`config.mk`:
```
export PLATFORM = sky130hd
export DESIGN_NAME = counter_overflow_monitor
export DESIGN_NICKNAME = d
export VERILOG_FILES = /design/src/rtl/counter_overflow_monitor.sv
export SDC_FILE = /design/constraint.sdc
export NUM_CORES = 1
export LEC_CHECK = 0
export CORE_UTILIZATION = 35
export CTS_CLUSTER_DIAMETER = 80
export CTS_CLUSTER_SIZE = 16
export DETAILED_ROUTE_END_ITERATION = 8
export GPL_TIMING_DRIVEN = 0
export PLACE_DENSITY = 0.68
export SYNTH_ARGS = -nofsm -noshare
export SYNTH_HDL_FRONTEND = slang
export SYNTH_SLANG_ARGS = --single-unit
export TNS_END_PERCENT = 5
```
`constraint.sdc`:
```
create_clock -name clk -period 1.58 [get_ports clk]
set_clock_uncertainty 0.1 [all_clocks]
set_input_delay 0.316 -clock clk [delete_from_list [all_inputs] [get_ports clk]]
set_output_delay 0.316 -clock clk [all_outputs]
set_load 0.02 [all_outputs]
```
`src/rtl/counter_overflow_monitor.sv`:
```
// Watches a free-running 4-bit counter for F->0 wraps and extends it with a saturating wrap count.
// It raises a four-phase req/ack interrupt when a programmable number of wraps has built up.
module counter_overflow_monitor #(
  parameter int WRAP_W = 8
) (
  input  logic              clk,
  input  logic              reset,
  input  logic [3:0]        cnt_in,
  input  logic              ovf_in,
  input  logic [WRAP_W-1:0] thr_in,
  input  logic              clr_in,
  input  logic              irq_ack,
  output logic              irq_out,
  output logic [WRAP_W-1:0] wrap_cnt_out,
  output logic [WRAP_W+3:0] ext_cnt_out,
  output logic              ovf_seen_out
);

  localparam logic [1:0] IDLE     = 2'd0;
  localparam logic [1:0] REQ      = 2'd1;
  localparam logic [1:0] WAIT_REL = 2'd2;

  logic [3:0]        cnt_reg;
  logic              ovf_reg;
  logic              primed_reg;
  logic [1:0]        state_reg, state_next;
  logic [WRAP_W-1:0] wrap_reg, wrap_next;
  logic              ovf_seen_reg, ovf_seen_next;
  logic              irq_reg;
  logic              wrap_ev;
  logic              ack_in_req;

  // primed blocks a false wrap from the reset value of cnt_reg
  assign wrap_ev    = primed_reg && (cnt_reg == 4'hF) && (cnt_in == 4'h0);
  assign ack_in_req = (state_reg == REQ) && irq_ack;

  always_comb begin
    wrap_next = wrap_reg;
    if (clr_in) begin
      wrap_next = '0;
    end else if (ack_in_req) begin
      wrap_next = wrap_ev ? WRAP_W'(1) : '0;
    end else if (wrap_ev && !(&wrap_reg)) begin
      wrap_next = wrap_reg + WRAP_W'(1);
    end
  end

  always_comb begin
    ovf_seen_next = ovf_seen_reg;
    if (ovf_in && !ovf_reg) begin
      ovf_seen_next = 1'b1;
    end else if (clr_in) begin
      ovf_seen_next = 1'b0;
    end
  end

  always_comb begin
    state_next = state_reg;
    case (state_reg)
      IDLE: begin
        if ((thr_in != '0) && (wrap_reg >= thr_in) && !clr_in) begin
          state_next = REQ;
        end
      end
      REQ: begin
        if (clr_in) begin
          state_next = IDLE;
        end else if (irq_ack) begin
          state_next = WAIT_REL;
        end
      end
      WAIT_REL: begin
        if (!irq_ack) begin
          state_next = IDLE;
        end
      end
      default: state_next = IDLE;
    endcase
  end

  always_ff @(posedge clk) begin
    if (reset) begin
      cnt_reg      <= 4'h0;
      ovf_reg      <= 1'b0;
      primed_reg   <= 1'b0;
      state_reg    <= IDLE;
      wrap_reg     <= '0;
      ovf_seen_reg <= 1'b0;
      irq_reg      <= 1'b0;
    end else begin
      cnt_reg      <= cnt_in;
      ovf_reg      <= ovf_in;
      primed_reg   <= 1'b1;
      state_reg    <= state_next;
      wrap_reg     <= wrap_next;
      ovf_seen_reg <= ovf_seen_next;
      irq_reg      <= (state_next == REQ);
    end
  end

  assign irq_out      = irq_reg;
  assign wrap_cnt_out = wrap_reg;
  assign ext_cnt_out  = {wrap_reg, cnt_reg};
  assign ovf_seen_out = ovf_seen_reg;

endmodule

```
==> results of run 1 <==
[layout make-up]
type | instances | area share, %
clock buffer | 4 | 2.21
sequential | 18 | 23.4
multi-input combinational | 83 | 40.5
timing repair buffer | 46 | 25.1
tap | 31 | 2.37
inverter | 11 | 2.52
buffer | 9 | 3.89
[cell families after synthesis]
| logic type | after synthesis |
|---|---|
| buf+inv | 20 |
| simple gates | 46 |
| mux | 1 |
| compound gates | 27 |
| fa+ha+maj | 9 |
| flops | 18 |
[worst max path at each step]
stage                                from         endpoint  slack [ns]  cells past startpoint
after floorplan           wrap_cnt_out[5]          irq_out        0.02                      5
after CTS                       cnt_in[3]  wrap_cnt_out[7]       -0.17                      5
after global routing      wrap_cnt_out[1]  wrap_cnt_out[3]       -0.05                      6
after global placement          cnt_in[2]  wrap_cnt_out[7]       -0.55                      5
after detailed placement        cnt_in[2]  wrap_cnt_out[7]       -0.56                      5
final                              clr_in  wrap_cnt_out[2]        0.03                      4
[per-stage QoR]
stage                     total power, mW  cells  utilization, %  TNS, ns
after global placement              0.591    189            52.5    -4.18
after global routing                0.898    202            57.9   -0.110
after CTS                           0.876    193            53.1   -0.762
after floorplan                     0.525    121               -        0
final                               0.868    202            57.9        0
after detailed placement            0.594    189            52.5    -4.43
[report_power, final]
group,internal [mW],switching (mW),total (mW)
clock network,0.141,0.158,0.299
registers,0.455,0.00581,0.461
logic,0.0550,0.0530,0.108
total,0.651,0.217,0.868
[what timing repair did]
action,CTS,global route
setup buffers,0,9
gates resized for setup,33,32
hold buffers,0,0
endpoints found under the setup margin,30,13
pin swaps,2,14
[worst max-delay path: stages]
cell             delay (ns)
clkdlybuf4s50_1        0.48
nor2_1                 0.26
nand2_1                0.24
o41ai_1                0.36
[placed cells by master, fill, tap and decap left out, types with 5 or more instances in the layout]
master / synthesis / layout
dfxtp_1: 18 / 9
a21oi_1: 8 / 5
nor2_1: 7 / 6
ha_1: 9 / 8
nor2b_1: 6 / 6
clkdlybuf4s50_1: 0 / 6
dlygate4sd2_1: 0 / 13
dfxtp_4: 0 / 5
inv_1: 11 / 11
nand2_1: 7 / 7
dlymetal6s2s_1: 0 / 7
buf_4: 8 / 24
[routing by layer]
metal  wire [microns]  global-route usage [%]
met1             1170                    17.2
met4               10                    4.18
met5                0                       0
met2             1370                    28.6
met3              171                    3.63
==> reports/results.tsv, run 1 <==
metric	value	unit
Syn Area/Cell	8.80	sq um
pin count of the biggest net entering global routing	11	
Final Max Slew Viols	0	
DRT Pass-1 Iters	6	
Final Hold Fails	0	
PwrDens	529	mW/mm^2
crit path launch type	input port	
Rows	19	
core area	0.00283	sq mm
H-tree Lvls	1	
footprint of the multi-input gates	663	sq um
Max-cap violations	0	
GP Congestion	0.726	
Reg2Reg Capture Point	wrap_cnt_out[3]	
CTS Buf Count	3	
R2R depth	4	
DRC	3	
area of the mapped netlist	0.00106	sq mm
failing checks	DRC	
Die Span Y	57.2	microns
n_diodes	0	
post-DP HPWL	1880	microns
unrepaired setup endpoints after global routing	yes	
critical path required time	1.68	ns
root buf cell	clkbuf_4	
Setup WS pre-CTS	-0.564	ns
mux cell area share after synthesis	1.06	%
Synth area leaders	dfxtp_1 (34%), ha_1 (11%), buf_4 (5.6%)	
hold path endpoint	cnt_reg[2]	
remaining antenna violation count	0	
Pleak	0.812	nW
Max clock buf depth	2	
CTS tree	yes	
VDD IR max	0.000403	V
final instance area	0.00164	sq mm
Die W	57.2	microns
Ports	39	
max reg flops	8	
dominant cell by count in the synthesized netlist	dfxtp_1	
R2R Setup Slk	0.03	ns
fin worst setup slack	0.0255	ns
Hold Path Class	input port to flip-flop	
worst skew pair latency	0.31	ns
GRT Overall Usage	15.3	%
distinct cell type count after synthesis	35	
area grow syn2layout	53.9	%
Post-Synth XOR/XNOR Area	0	%
reg2reg start	wrap_cnt_out[1]	
Initial Util	37.6	%
Post-Synth Adder-Cell Area	10.6	%
Hold Crit Depth	2	
total congestion overflow	0	
global-route wire length before repair	3940	microns
Yosys reg bits	18	
Worst Tran Pin Value	0.441	ns
Worst Path Arrival	1.66	ns
Setup CP Type	input port to flip-flop	
clock-pin slew on the worst setup and hold paths	0.12	ns
CP Capture Type	flip-flop	
cell taking the most area after synthesis	dfxtp_1	
Clock Sinks	18	
top_reg_cell synth	dfxtp_1	
hold path start	cnt_in[2]	
final WL	2720	microns
sequential cell area	384	sq um
minimum clock period	1.55	ns
Yosys warnings	0	
Vias	1098	
DR vias/cell	5.44	
Syn Nets	147	
register area share after synthesis	33.8	%
Post-synth ARST share	0	%
Post-DP Area	0.00149	sq mm
Synth Area in Compound Gates	17.4	%
smallest hold slack	0.178	ns
crit path max fanout	6	
final number of setup-violating endpoints	0	
status	finished with violations	
EDFF count, synth	0	
initial antenna violation count	0	
Mapped Cells	121	
maximum clock rate	643	MHz
Commonest cells post-synth	dfxtp_1 (18), inv_1 (11), ha_1 (9), a21oi_1 (8), buf_4 (8)	
# port buffers	37	
share of the synthesized area in the top cell type	33.8	%
wire length per cell	13.5	microns
vias in the first global route	964	
post-synthesis simple-gate area fraction	27.3	%
Die ar.	0.00327	sq mm
relative slew slack	70.3	%
number of DRC markers in iteration 0	22	
fraction of layout cells with a size suffix above 1	31.0	%
main combinational cell family by area after synthesis	simple AND/OR/NAND/NOR gates	
Final Cycle Share	98.4	%
Filler cells	264	
Total Nets Final	198	
Note: power is estimated with default switching activity, not from simulation.
==> run 2, diff against run 1 <==
--- a/config.mk
+++ b/config.mk
@@ -5,6 +5,7 @@
 export SDC_FILE = /design/constraint.sdc
 export NUM_CORES = 1
 export LEC_CHECK = 0
+export CORE_ASPECT_RATIO = 1.4
 export CORE_UTILIZATION = 35
 export CTS_CLUSTER_DIAMETER = 80
 export CTS_CLUSTER_SIZE = 16
==> run 2 against run 1 <==
  * The flow finishes with violations (setup timing)
  * Clock-buffer cell count unchanged
  * Fmax decreased by 2.4%
  * Final area increased by 1.3%
  * Via count decreased by 0.64%
  * Critical path type unchanged
  * Largest cell class unchanged
==> reports/results.tsv, run 2 (same netlist as run 1, synthesis figures left out) <==
metric	value	unit
relative slew slack	69.6	%
Hold Crit Depth	2	
clock-pin slew on the worst setup and hold paths	0.07	ns
GP Congestion	0.810	
VDD IR max	0.000766	V
Worst Tran Pin Value	0.457	ns
crit path max fanout	4	
fraction of layout cells with a size suffix above 1	31.4	%
wire length per cell	13.4	microns
Vias	1091	
maximum clock rate	628	MHz
DR vias/cell	5.22	
Ports	39	
core area	0.00288	sq mm
Total Nets Final	199	
Reg2Reg Capture Point	wrap_cnt_out[7]	
Max clock buf depth	2	
minimum clock period	1.59	ns
Finished Layout Cells	209	
DRC	0	
n_diodes	0	
Util after Layout	57.7	%
max reg flops	8	
total negative setup slack	-0.0230	ns
Die Span Y	67.3	microns
unrepaired setup endpoints after global routing	yes	
root buf cell	clkbuf_8	
Hold Path Class	input port to flip-flop	
Psw	0.210	mW
Clock Sinks	18	
total congestion overflow	0	
fin worst setup slack	-0.0129	ns
smallest hold slack	0.230	ns
Max-cap violations	0	
pin count of the biggest net entering global routing	11	
DRT Pass-1 Iters	5	
Pleak	0.826	nW
H-tree Lvls	1	
area grow syn2layout	55.9	%
Final Hold Fails	0	
failing checks	setup timing	
Setup CP Type	input port to flip-flop	
crit path launch type	input port	
Final Max Slew Viols	0	
post-DP HPWL	2010	microns
most common cell after layout, fill and taps aside	buf_4	
worst skew pair latency	0.25	ns
hold path start	cnt_in[1]	
logic gate share of total power	11.4	%
final WL	2800	microns
remaining antenna violation count	0	
CTS Hold Buffers Added	0	
Setup WS pre-CTS	-0.606	ns
critical path required time	1.65	ns
initial antenna violation count	0	
Initial Util	37.0	%
Overall Power	0.944	mW
# port buffers	37	
Sw Ratio	22.3	%
number of DRC markers in iteration 0	25	
hold path endpoint	cnt_reg[1]	
CTS Buf Count	3	
GRT Overall Usage	16.1	%
Final Cycle Share	101	%
reg2reg start	wrap_cnt_out[0]	
PwrDens	569	mW/mm^2
R2R Setup Slk	-0.01	ns
Die W	48.6	microns
global-route wire length before repair	4150	microns
P_int	0.734	mW
vias in the first global route	1029	
status	finished with violations	
Placed Cells incl. Taps	195	
final number of setup-violating endpoints	2	
register share of total power	49.2	%
Post-DP Area	0.00149	sq mm
final instance area	0.00166	sq mm
Worst Path Arrival	1.67	ns
CP Capture Type	flip-flop	
Clk network pwr share	39.4	%
CTS tree	yes	
Rows	23	
Die ar.	0.00327	sq mm
R2R depth	5	
most frequent cells in the layout	buf_4 (25), dlygate4sd2_1 (13), inv_1 (10), dfxtp_1 (10)	
==> run 2: cell types whose count changed in the layout (fill, tap and decap cells not counted), moves of 2 or more <==
cell      delta
dfxtp_4      -2
clkbuf_8     +3
a21oi_1      +2
clkbuf_2     -2
a21oi_2      -2
buf_2        +3
clkbuf_4     -3
==> run 2: how the worst max path moves through the flow <==
stage	cells past startpoint	from	endpoint	slack, ns
floorplan	5	wrap_cnt_out[5]	irq_out	0.02
global placement	5	cnt_in[2]	wrap_cnt_out[7]	-0.53
detailed placement	5	cnt_in[2]	wrap_cnt_out[7]	-0.61
CTS	7	thr_in[5]	state_reg[0]	-0.14
global route	5	wrap_cnt_out[0]	wrap_cnt_out[7]	-0.07
finish	6	cnt_in[1]	wrap_cnt_out[4]	-0.01
==> run 2: power by group through the flow <==
stage | clock network, mW | logic (mW) | registers, mW
after floorplan | 0 | 0.0363 | 0.488
after global placement | 0 | 0.111 | 0.480
after detailed placement | 0 | 0.114 | 0.480
after CTS | 0.379 | 0.106 | 0.469
after global routing | 0.407 | 0.119 | 0.465
final | 0.371 | 0.108 | 0.465
==> run 2: metal layers <==
metal / part of all wire (%) / GRT usage [%]
met5: 0 / 0
met2: 56 / 33.5
met1: 37 / 14.7
met3: 6.2 / 4.95
met4: 0.43 / 4.78
==> run 2: worst max-delay path, cell delays in order <==
cell and delay, ns:
buf_2 0.12, nor4_4 0.31, buf_4 0.18, nand4_4 0.11
or4_1 0.48, a21oi_1 0.14
==> run 2: what timing repair did <==
item | in CTS | in global routing
pin swaps | 7 | 14
setup endpoints to repair | 31 | 11
buffers inserted | 2 | 7
gates resized for setup | 39 | 26
gates cloned | 0 | 1
==> run 2: layout make-up <==
| type | instances | area, sq um |
|---|---|---|
| multi-input combinational | 84 | 672 |
| tap | 37 | 46.3 |
| clock buffer | 4 | 55.1 |
| fill | 263 | 1220 |
| timing repair buffer | 46 | 404 |
| inverter | 11 | 41.3 |
| sequential | 18 | 378 |
| buffer | 9 | 63.8 |
==> run 3, diff against run 2 <==
--- a/config.mk
+++ b/config.mk
@@ -5,13 +5,14 @@
 export SDC_FILE = /design/constraint.sdc
 export NUM_CORES = 1
 export LEC_CHECK = 0
+export CAP_MARGIN = 20
 export CORE_ASPECT_RATIO = 1.4
-export CORE_UTILIZATION = 35
+export CORE_UTILIZATION = 39
 export CTS_CLUSTER_DIAMETER = 80
 export CTS_CLUSTER_SIZE = 16
 export DETAILED_ROUTE_END_ITERATION = 8
 export GPL_TIMING_DRIVEN = 0
-export PLACE_DENSITY = 0.68
+export PLACE_DENSITY = 0.74
 export SYNTH_ARGS = -nofsm -noshare
 export SYNTH_HDL_FRONTEND = slang
 export SYNTH_SLANG_ARGS = --single-unit
==> run 3 against run 2 <==
  * The run now ends clean
  * Hold slack got worse by 0.059 ns
  * Clock power fell by 37%
  * Critical path depth fell by 1
  * First-iteration DRC count fell by 20%
  * Die area fell by 9.9%
  * Worst setup slack improved by 0.053 ns
  * Clock-buffer cell count fell by 1
  * Power fell by 15%
  * Final area did not move
  * Combinational power barely moved
  * Register-to-register slack improved by 0.06 ns
  * Largest cell class unchanged
==> reports/results.tsv, run 3 (same netlist as run 1, synthesis figures left out) <==
metric	value	unit
status	completed	
GRT Overall Usage	19.8	%
Initial Util	40.7	%
P_int	0.601	mW
Reg2Reg Capture Point	wrap_cnt_out[4]	
H-tree Lvls	1	
number of DRC markers in iteration 0	20	
smallest hold slack	0.171	ns
Die Span Y	63.8	microns
Filler cells	237	
CTS Buf Count	3	
fin worst setup slack	0.0405	ns
Pleak	0.787	nW
vias in the first global route	1027	
PwrDens	486	mW/mm^2
hold path endpoint	cnt_reg[2]	
Max clock buf depth	2	
pin count of the biggest net entering global routing	11	
Max-cap violations	0	
most frequent cells in the layout	buf_4 (24), dlygate4sd2_1 (12), inv_1 (11)	
remaining antenna violation count	0	
Sw Ratio	25.4	%
VDD IR max	0.000418	V
wire length per cell	13.4	microns
total congestion overflow	0	
hold path start	cnt_in[2]	
most common cell after layout, fill and taps aside	buf_4	
CTS Hold Buffers Added	0	
critical path required time	1.67	ns
Hold Path Class	input port to flip-flop	
GP Congestion	0.756	
maximum clock rate	650	MHz
R2R depth	5	
final number of setup-violating endpoints	0	
DR vias/cell	5.30	
n_diodes	0	
relative slew slack	72.2	%
CP Capture Type	flip-flop	
Worst Tran Pin Value	0.416	ns
Ports	39	
post-DP HPWL	1990	microns
Final Cycle Share	97.4	%
crit path launch type	input port	
CTS tree	yes	
core area	0.00262	sq mm
area grow syn2layout	55.9	%
unrepaired setup endpoints after global routing	yes	
root buf cell	clkbuf_4	
reg2reg start	wrap_cnt_out[0]	
Setup CP Type	input port to flip-flop	
Clock Sinks	18	
# port buffers	37	
final WL	2790	microns
footprint of the multi-input gates	688	sq um
register share of total power	57.4	%
clock-pin slew on the worst setup and hold paths	0.10	ns
Setup WS pre-CTS	-0.610	ns
logic gate share of total power	13.6	%
worst skew pair latency	0.30	ns
crit path max fanout	2	
DRT Pass-1 Iters	4	
Psw	0.205	mW
R2R Setup Slk	0.05	ns
DRC	0	
fraction of layout cells with a size suffix above 1	32.0	%
Total Nets Final	200	
global-route wire length before repair	4350	microns
Die ar.	0.00295	sq mm
Worst Path Arrival	1.63	ns
Hold Crit Depth	2	
Util after Layout	63.5	%
sequential cell area	380	sq um
Vias	1103	
max reg flops	8	
initial antenna violation count	0	
minimum clock period	1.54	ns
Final Hold Fails	0	
Die W	46.2	microns
Final Max Slew Viols	0	
Rows	22	
Clk network pwr share	29.0	%
## run 3: changes by cell type in the layout (fill, tap and decap cells not counted), moves of 2 or more
cell,change
a21oi_2,+2
a21oi_1,-2
clkdlybuf4s15_1,+4
buf_2,-3
clkbuf_2,+2
clkbuf_4,+3
dlymetal6s2s_1,-2
clkbuf_8,-4
## run 3: stage by stage
step	TNS [ns]	area, sq um	power, mW	cells
floorplan	0	1080	0.525	121
global placement	-4.11	1490	0.591	194
detailed placement	-4.73	1490	0.595	194
CTS	-0.198	1500	0.809	198
global route	-0.0943	1660	0.849	208
finish	0	1660	0.806	208
## run 3: worst max-delay path by stage
stage | startpoint | to | slack, ns | cells past startpoint
after global placement | cnt_in[2] | wrap_cnt_out[7] | -0.54 | 5
after CTS | thr_in[5] | irq_out | -0.09 | 7
after floorplan | wrap_cnt_out[5] | irq_out | 0.02 | 5
final | thr_in[7] | irq_out | 0.04 | 5
after global routing | thr_in[7] | irq_out | -0.03 | 5
after detailed placement | cnt_in[2] | wrap_cnt_out[7] | -0.61 | 5
## run 3: power groups by stage
stage                     sequential (mW)  clock (mW)  combinational [mW]
after global routing                0.464       0.264               0.121
after CTS                           0.466       0.236               0.107
after global placement              0.480           0               0.111
after floorplan                     0.488           0              0.0363
after detailed placement            0.481           0               0.114
final                               0.463       0.234               0.110
## run 3: metal layers
| layer | GRT usage (%) | vias up | part of all wire [%] |
|---|---|---|---|
| li1 | - | 543 | - |
| met1 | 22.0 | 518 | 39 |
| met2 | 35.0 | 38 | 55 |
| met3 | 2.82 | 4 | 3.7 |
| met4 | 8.82 | 0 | 2.0 |
| met5 | 0 | - | 0 |
## run 3: what timing repair did
| item | CTS | global route |
|---|---|---|
| buffers inserted | 1 | 9 |
| pin swaps | 5 | 14 |
| resized for setup | 36 | 30 |
| cloned | 0 | 1 |
| endpoints found under the setup margin | 31 | 11 |
## run 3: layout make-up
class                           count  area share, %
Multi-Input combinational cell     84           41.4
Sequential cell                    18           22.9
Timing Repair Buffer               47           25.2
Tap cell                           36           2.71
Clock buffer                        3           1.36
Buffer                              9           3.84
Inverter                           11           2.49
## run 3: critical path: stages
cell and delay [ns]:
clkdlybuf4s50_1 0.47, inv_1 0.05, ha_1 0.31, a221oi_2 0.38
a21oi_2 0.09
